$ cat config.mk
export PLATFORM = sky130hd
export DESIGN_NAME = glb_stream_arbiter
export DESIGN_NICKNAME = d
export VERILOG_FILES = /design/src/rtl/glb_stream_arbiter.sv
export SDC_FILE = /design/constraint.sdc
export NUM_CORES = 1
export LEC_CHECK = 0
export ABC_AREA = 1
export CORE_MARGIN = 4
export CORE_UTILIZATION = 48
export CTS_CLUSTER_SIZE = 28
export DETAILED_ROUTE_END_ITERATION = 8
export GPL_TIMING_DRIVEN = 0
export PLACE_DENSITY = 0.87
export SYNTH_ARGS = -nofsm -noshare
export SYNTH_HDL_FRONTEND = slang
export SYNTH_SLANG_ARGS = --single-unit
$ cat constraint.sdc
create_clock -name clk -period 2.1 [get_ports clk]
set_input_delay 0.42 -clock clk [delete_from_list [all_inputs] [get_ports clk]]
set_output_delay 0.42 -clock clk [all_outputs]
set_load 0.005 [all_outputs]
$ cat src/rtl/glb_stream_arbiter.sv
// Round-robin block arbiter: grants whole length-prefixed blocks from NUM_PORTS
// streams onto one GLB read stream and signals done once each port's quota has been sent.
module glb_stream_arbiter #(
    parameter int unsigned NUM_PORTS  = 2,
    parameter int unsigned DATA_WIDTH = 16,
    parameter int unsigned BLK_CNT_W  = 4
) (
    input  logic                            clk,
    input  logic                            reset,
    input  logic                            flush,
    input  logic [NUM_PORTS*BLK_CNT_W-1:0]  num_blocks,
    input  logic [NUM_PORTS*DATA_WIDTH-1:0] in_data,
    input  logic [NUM_PORTS-1:0]            in_valid,
    output logic [NUM_PORTS-1:0]            in_ready,
    output logic [DATA_WIDTH-1:0]           out_data,
    output logic                            out_valid,
    input  logic                            out_ready,
    output logic [$clog2(NUM_PORTS)-1:0]    out_port_id,
    output logic                            out_last,
    output logic                            busy,
    output logic                            done
);
    localparam int unsigned PORT_W = $clog2(NUM_PORTS);

    typedef enum logic [2:0] {
        S_IDLE, S_ARB, S_HEADER, S_PAYLOAD, S_DONE
    } state_e;

    state_e                state_q, state_d;
    logic [PORT_W-1:0]     rr_ptr_q, rr_ptr_d;
    logic [PORT_W-1:0]     grant_q, grant_d;
    logic [BLK_CNT_W-1:0]  remaining_q [NUM_PORTS];
    logic [BLK_CNT_W-1:0]  remaining_d [NUM_PORTS];
    logic [DATA_WIDTH-1:0] cnt_q, cnt_d;

    logic                  pick_found;
    logic [PORT_W-1:0]     pick_idx;
    logic                  all_zero;
    logic [DATA_WIDTH-1:0] grant_data;
    logic                  grant_valid;
    logic                  path_en;
    logic                  hs;
    logic                  block_done;

    // State register
    always_ff @(posedge clk) begin
        if (reset) begin
            state_q     <= S_IDLE;
            rr_ptr_q    <= '0;
            grant_q     <= '0;
            remaining_q <= '{default: '0};
            cnt_q       <= '0;
        end else begin
            state_q     <= state_d;
            rr_ptr_q    <= rr_ptr_d;
            grant_q     <= grant_d;
            remaining_q <= remaining_d;
            cnt_q       <= cnt_d;
        end
    end

    // Round-robin search from rr_ptr over ports that are valid and still owe blocks
    always_comb begin
        logic [PORT_W-1:0] idx;
        pick_found = 1'b0;
        pick_idx   = '0;
        all_zero   = 1'b1;
        idx        = '0;
        for (int unsigned k = 0; k < NUM_PORTS; k++) begin
            if (remaining_q[PORT_W'(k)] != '0) all_zero = 1'b0;
            idx = PORT_W'((32'(rr_ptr_q) + k) % NUM_PORTS);
            if (!pick_found && in_valid[idx] && (remaining_q[idx] != '0)) begin
                pick_found = 1'b1;
                pick_idx   = idx;
            end
        end
    end

    // Granted-port data/valid mux
    always_comb begin
        grant_data  = '0;
        grant_valid = 1'b0;
        for (int unsigned k = 0; k < NUM_PORTS; k++) begin
            if (PORT_W'(k) == grant_q) begin
                grant_data  = in_data[k*DATA_WIDTH +: DATA_WIDTH];
                grant_valid = in_valid[k];
            end
        end
    end

    // Next-state logic; flush overrides every state
    always_comb begin
        state_d     = state_q;
        rr_ptr_d    = rr_ptr_q;
        grant_d     = grant_q;
        remaining_d = remaining_q;
        cnt_d       = cnt_q;
        block_done  = 1'b0;
        if (flush) begin
            state_d  = S_ARB;
            rr_ptr_d = '0;
            for (int unsigned k = 0; k < NUM_PORTS; k++) begin
                remaining_d[PORT_W'(k)] = num_blocks[k*BLK_CNT_W +: BLK_CNT_W];
            end
        end else begin
            case (state_q)
                S_IDLE: ;
                S_ARB: begin
                    if (all_zero) begin
                        state_d = S_DONE;
                    end else if (pick_found) begin
                        grant_d = pick_idx;
                        state_d = S_HEADER;
                    end
                end
                S_HEADER: begin
                    if (hs) begin
                        if (grant_data == '0) begin
                            block_done = 1'b1;
                        end else begin
                            cnt_d   = grant_data;
                            state_d = S_PAYLOAD;
                        end
                    end
                end
                S_PAYLOAD: begin
                    if (hs) begin
                        cnt_d = cnt_q - 1'b1;
                        if (cnt_q == DATA_WIDTH'(1)) block_done = 1'b1;
                    end
                end
                S_DONE: ;
                default: state_d = S_IDLE;
            endcase
            if (block_done) begin
                remaining_d[grant_q] = remaining_q[grant_q] - 1'b1;
                rr_ptr_d = (grant_q == PORT_W'(NUM_PORTS - 1)) ? '0 : grant_q + 1'b1;
                state_d  = S_ARB;
            end
        end
    end

    // Outputs: zero-latency pass-through of the granted stream, masked by reset/flush
    always_comb begin
        busy        = !reset && ((state_q == S_HEADER) || (state_q == S_PAYLOAD));
        path_en     = busy && !flush;
        out_valid   = path_en && grant_valid;
        out_data    = grant_data;
        in_ready    = '0;
        if (path_en) in_ready[grant_q] = out_ready;
        out_port_id = busy ? grant_q : '0;
        out_last    = out_valid &&
                      (((state_q == S_HEADER) && (grant_data == '0)) ||
                       ((state_q == S_PAYLOAD) && (cnt_q == DATA_WIDTH'(1))));
        done        = !reset && (state_q == S_DONE);
        hs          = out_valid && out_ready;
    end

endmodule
==> metrics.md <==
| Metric | Value |
|---|---|
| Die area | `6040 um2` |
| FP Rows | `25` |
| RSZ-0062 raised after global routing | `true` |
| Initial antenna violation count | `0` |
| N_diodes | `0` |
| Root Buffer | `clkbuf_8` |
| Max Buffers Root-to-Sink | `2` |
| Drt total wl | `8970 um` |
| Final Hold Vio Count | `0` |
| DP Cell Count | `524` |
| Die Wd | `77.7 um` |
| Starting Density | `49.4%` |
| Setup violations, final | `18` |
| Slew @ Worst Pin | `0.623 ns` |
| PwrDens | `492 nW/um2` |
| Ys async rst share | `0%` |
| Worst EP arrival | `2.01 ns` |
| Syn Nets | `439` |
| Syn_area_per_cell | `5.98 um2` |
| Setup CP Type | `flip-flop to output port` |
| DRT iter0 DRCs | `334` |
| CP endpoint kind | `output port` |
| Clk sinks | `29` |
| Total GRT Usage | `25.0%` |
| CTS Hold Bufs | `0` |
| H-tree depth | `2` |
| Drc violations | `0` |
| Core box area | `4720 um2` |
| Maximum ir drop on the vdd rail | `0.000315 V` |
| Synthesized flop and latch total | `29` |
| Peak Freq | `411 MHz` |
| Required time worst endpoint | `1.68 ns` |
| Status | `complete, but fails checks` |
| Post-DP Area | `3090 um2` |
| Number of global-route vias before repair | `2714` |
| Num ports | `69` |
| Lkg Pwr | `1.64 nW` |
| I/O Buffers | `67` |
| CTS tree | `yes` |
| Max transition margin | `58.1%` |
| CTS buffer count | `5` |
| Crit path time final | `2.43 ns` |
| Vias | `3158` |
| Final Cell Area | `3730 um2` |
| Clock skew | `0.00590 ns` |
| Total gr overflow | `0` |
| WL/cell | `16.1 um` |
| Clock transition at path regs | `0.07 ns` |
| Setup crit start kind | `flip-flop` |
| Synthesis-to-layout area growth | `59.8%` |
| Share of cells above drive strength 1 | `23.1%` |
| Filler cells | `288` |
| Yosys cell types | `33` |
| Synth warn | `0` |
| Hold WC Path Type | `flip-flop to flip-flop` |
| Post-synth EDFFs | `0` |
| Final worst-path cycle share | `116%` |
| Post-Syn Area | `2330 um2` |
| Fin nets | `538` |
| Final Wtd Congestion | `0.983` |
| Die Span Y | `77.7 um` |
| Final setup margin | `-0.334 ns` |
| First-pass GRT wire length | `12300 um` |
| Routed Antenna Nets | `0` |
| Synth Instances | `390` |
| Fin cells | `557` |
| Largest net degree at the start of global routing | `11` |
| Seq/Total Area, Yosys | `24.9%` |
| Final HPWL DP | `5440 um` |
| Clk_lat worst skew | `0.29 ns` |
| Top_reg_cell synth | `dfxtp_1` |
| Final Max Tran Viols | `0` |
| Max_cap viols | `0` |
| Failing checks | `setup timing` |
| DR vias/cell | `5.67` |
| Drt first pass iters | `5` |
| Sequential cell area | `584 um2` |
| Area occupied by multi-input gates | `1700 um2` |
| CP Max Fanout | `8` |
==> layout by cell type, fill, tap and decap left out, drive strengths merged, types with 3 or more instances in the layout <==
master | synthesis | layout
a21oi | 33 | 33
nor3 | 11 | 11
xor2 | 6 | 6
xnor2 | 3 | 3
inv | 33 | 32
dfxtp | 29 | 29
nor2 | 54 | 54
clkbuf | 5 | 16
ha | 3 | 3
o21ai | 33 | 33
clkinv | 1 | 3
clkdlybuf4s50 | 0 | 60
nand2 | 133 | 133
a211oi | 3 | 3
buf | 11 | 34
nand3 | 22 | 22
nand4 | 4 | 4
dlygate4sd2 | 0 | 3
==> flip-flops by register name, indices dropped and copies added, names as in the netlist <==
signal,count
cnt_q,16
grant_q,1
remaining_q,8
state_q,3
rr_ptr_q,1
==> final timing paths <==
| check | cells after the start | from | endpoint | slack, ns |
|---|---|---|---|---|
| worst max register to register | 16 | grant_q$_SDFFE_PP0P_ | cnt_q[9]$_SDFFE_PP0P_ | -0.05 |
| worst min register to register | 2 | cnt_q[4]$_SDFFE_PP0P_ | cnt_q[4]$_SDFFE_PP0P_ | 0.49 |
| worst min-delay path | 2 | cnt_q[4]$_SDFFE_PP0P_ | cnt_q[4]$_SDFFE_PP0P_ | 0.49 |
| worst max-delay path | 13 | grant_q$_SDFFE_PP0P_ | done | -0.33 |
==> synthesized netlist by cell type, types with 2 or more instances <==
library cell | number | share of area, %
xnor2_1 | 3 | 1.1
a211oi_2 | 2 | 1.1
buf_4 | 2 | 0.64
ha_1 | 3 | 1.6
nand2_4 | 4 | 1.9
nor2_2 | 2 | 0.54
buf_2 | 3 | 0.64
nand4_1 | 4 | 1.1
buf_6 | 5 | 2.4
inv_1 | 31 | 5.0
dfxtp_1 | 29 | 25
nand3_2 | 2 | 0.86
xor2_1 | 6 | 2.3
nor2_1 | 52 | 8.4
nor3_1 | 11 | 2.4
nand2_2 | 16 | 4.3
a21oi_1 | 33 | 7.1
nand3_1 | 20 | 4.3
nand2_1 | 113 | 18
clkbuf_1 | 5 | 0.80
o21ai_0 | 32 | 6.9
==> metrics by stage <==
stage	hold slack, ns	TNS, ns	worst slack [ns]	util, %	total power, mW
finish	0.491	-1.22	-0.334	78.9	1.83
global route	0.507	-3.89	-0.447	78.9	1.92
floorplan	0.439	0	0.201	-	0.915
CTS	0.472	-2.13	-0.224	70.6	1.69
detailed placement	0.465	-10.77	-0.894	65.4	1.14
global placement	0.447	-10.80	-0.895	65.4	1.13
==> cell type report <==
class,instances,share of cell area [%]
sequential,29,15.7
multi-input combinational,311,45.7
inverter,34,4.03
buffer,16,4.50
clock inverter,1,0.134
tap,67,2.25
timing repair buffer,92,25.2
clock buffer,7,2.59
==> power breakdown <==
group	switching, mW	internal, mW
registers	0.0216	0.574
clock network	0.235	0.296
logic	0.361	0.345
total	0.617	1.22
==> kinds of logic after synthesis <==
kind of cell	share of synthesized area [%]
adder cells (fa/ha/maj)	1.61
XOR/XNOR	3.38
flip-flops	24.9
buffers and inverters	10.7
AND/OR/NAND/NOR	42.4
multiplexers	0.429
AO/OA/AOI/OAI	16.5
==> what timing repair did <==
| action | CTS | global route |
|---|---|---|
| setup buffers | 11 | 16 |
| gates resized for setup | 39 | 60 |
| gates cloned | 0 | 4 |
| setup endpoints to repair | 15 | 33 |
| pin swaps | 7 | 30 |
==> per-layer routing <==
layer	wire (um)	vias up	GRT usage (%)	share of wire (%)
met1	3080	1418	28.3	34
met3	786	67	5.10	8.8
li1	-	1454	-	-
met5	0	-	0	0
met4	617	0	9.61	6.9
met2	4490	219	45.5	50
==> worst max-delay path, stage by stage, from the launching register on <==
cell	delay, ns
dfxtp_2	0.34
buf_8	0.14
clkinv_8	0.07
clkbuf_16	0.16
nand2_2	0.06
nand2_2	0.07
nor2_2	0.14
nand2_2	0.08
nor2_4	0.13
nand3_2	0.12
nand2_2	0.13
inv_4	0.05
nor3_2	0.09
buf_2	0.13
Power figures use the tool's default switching activity.
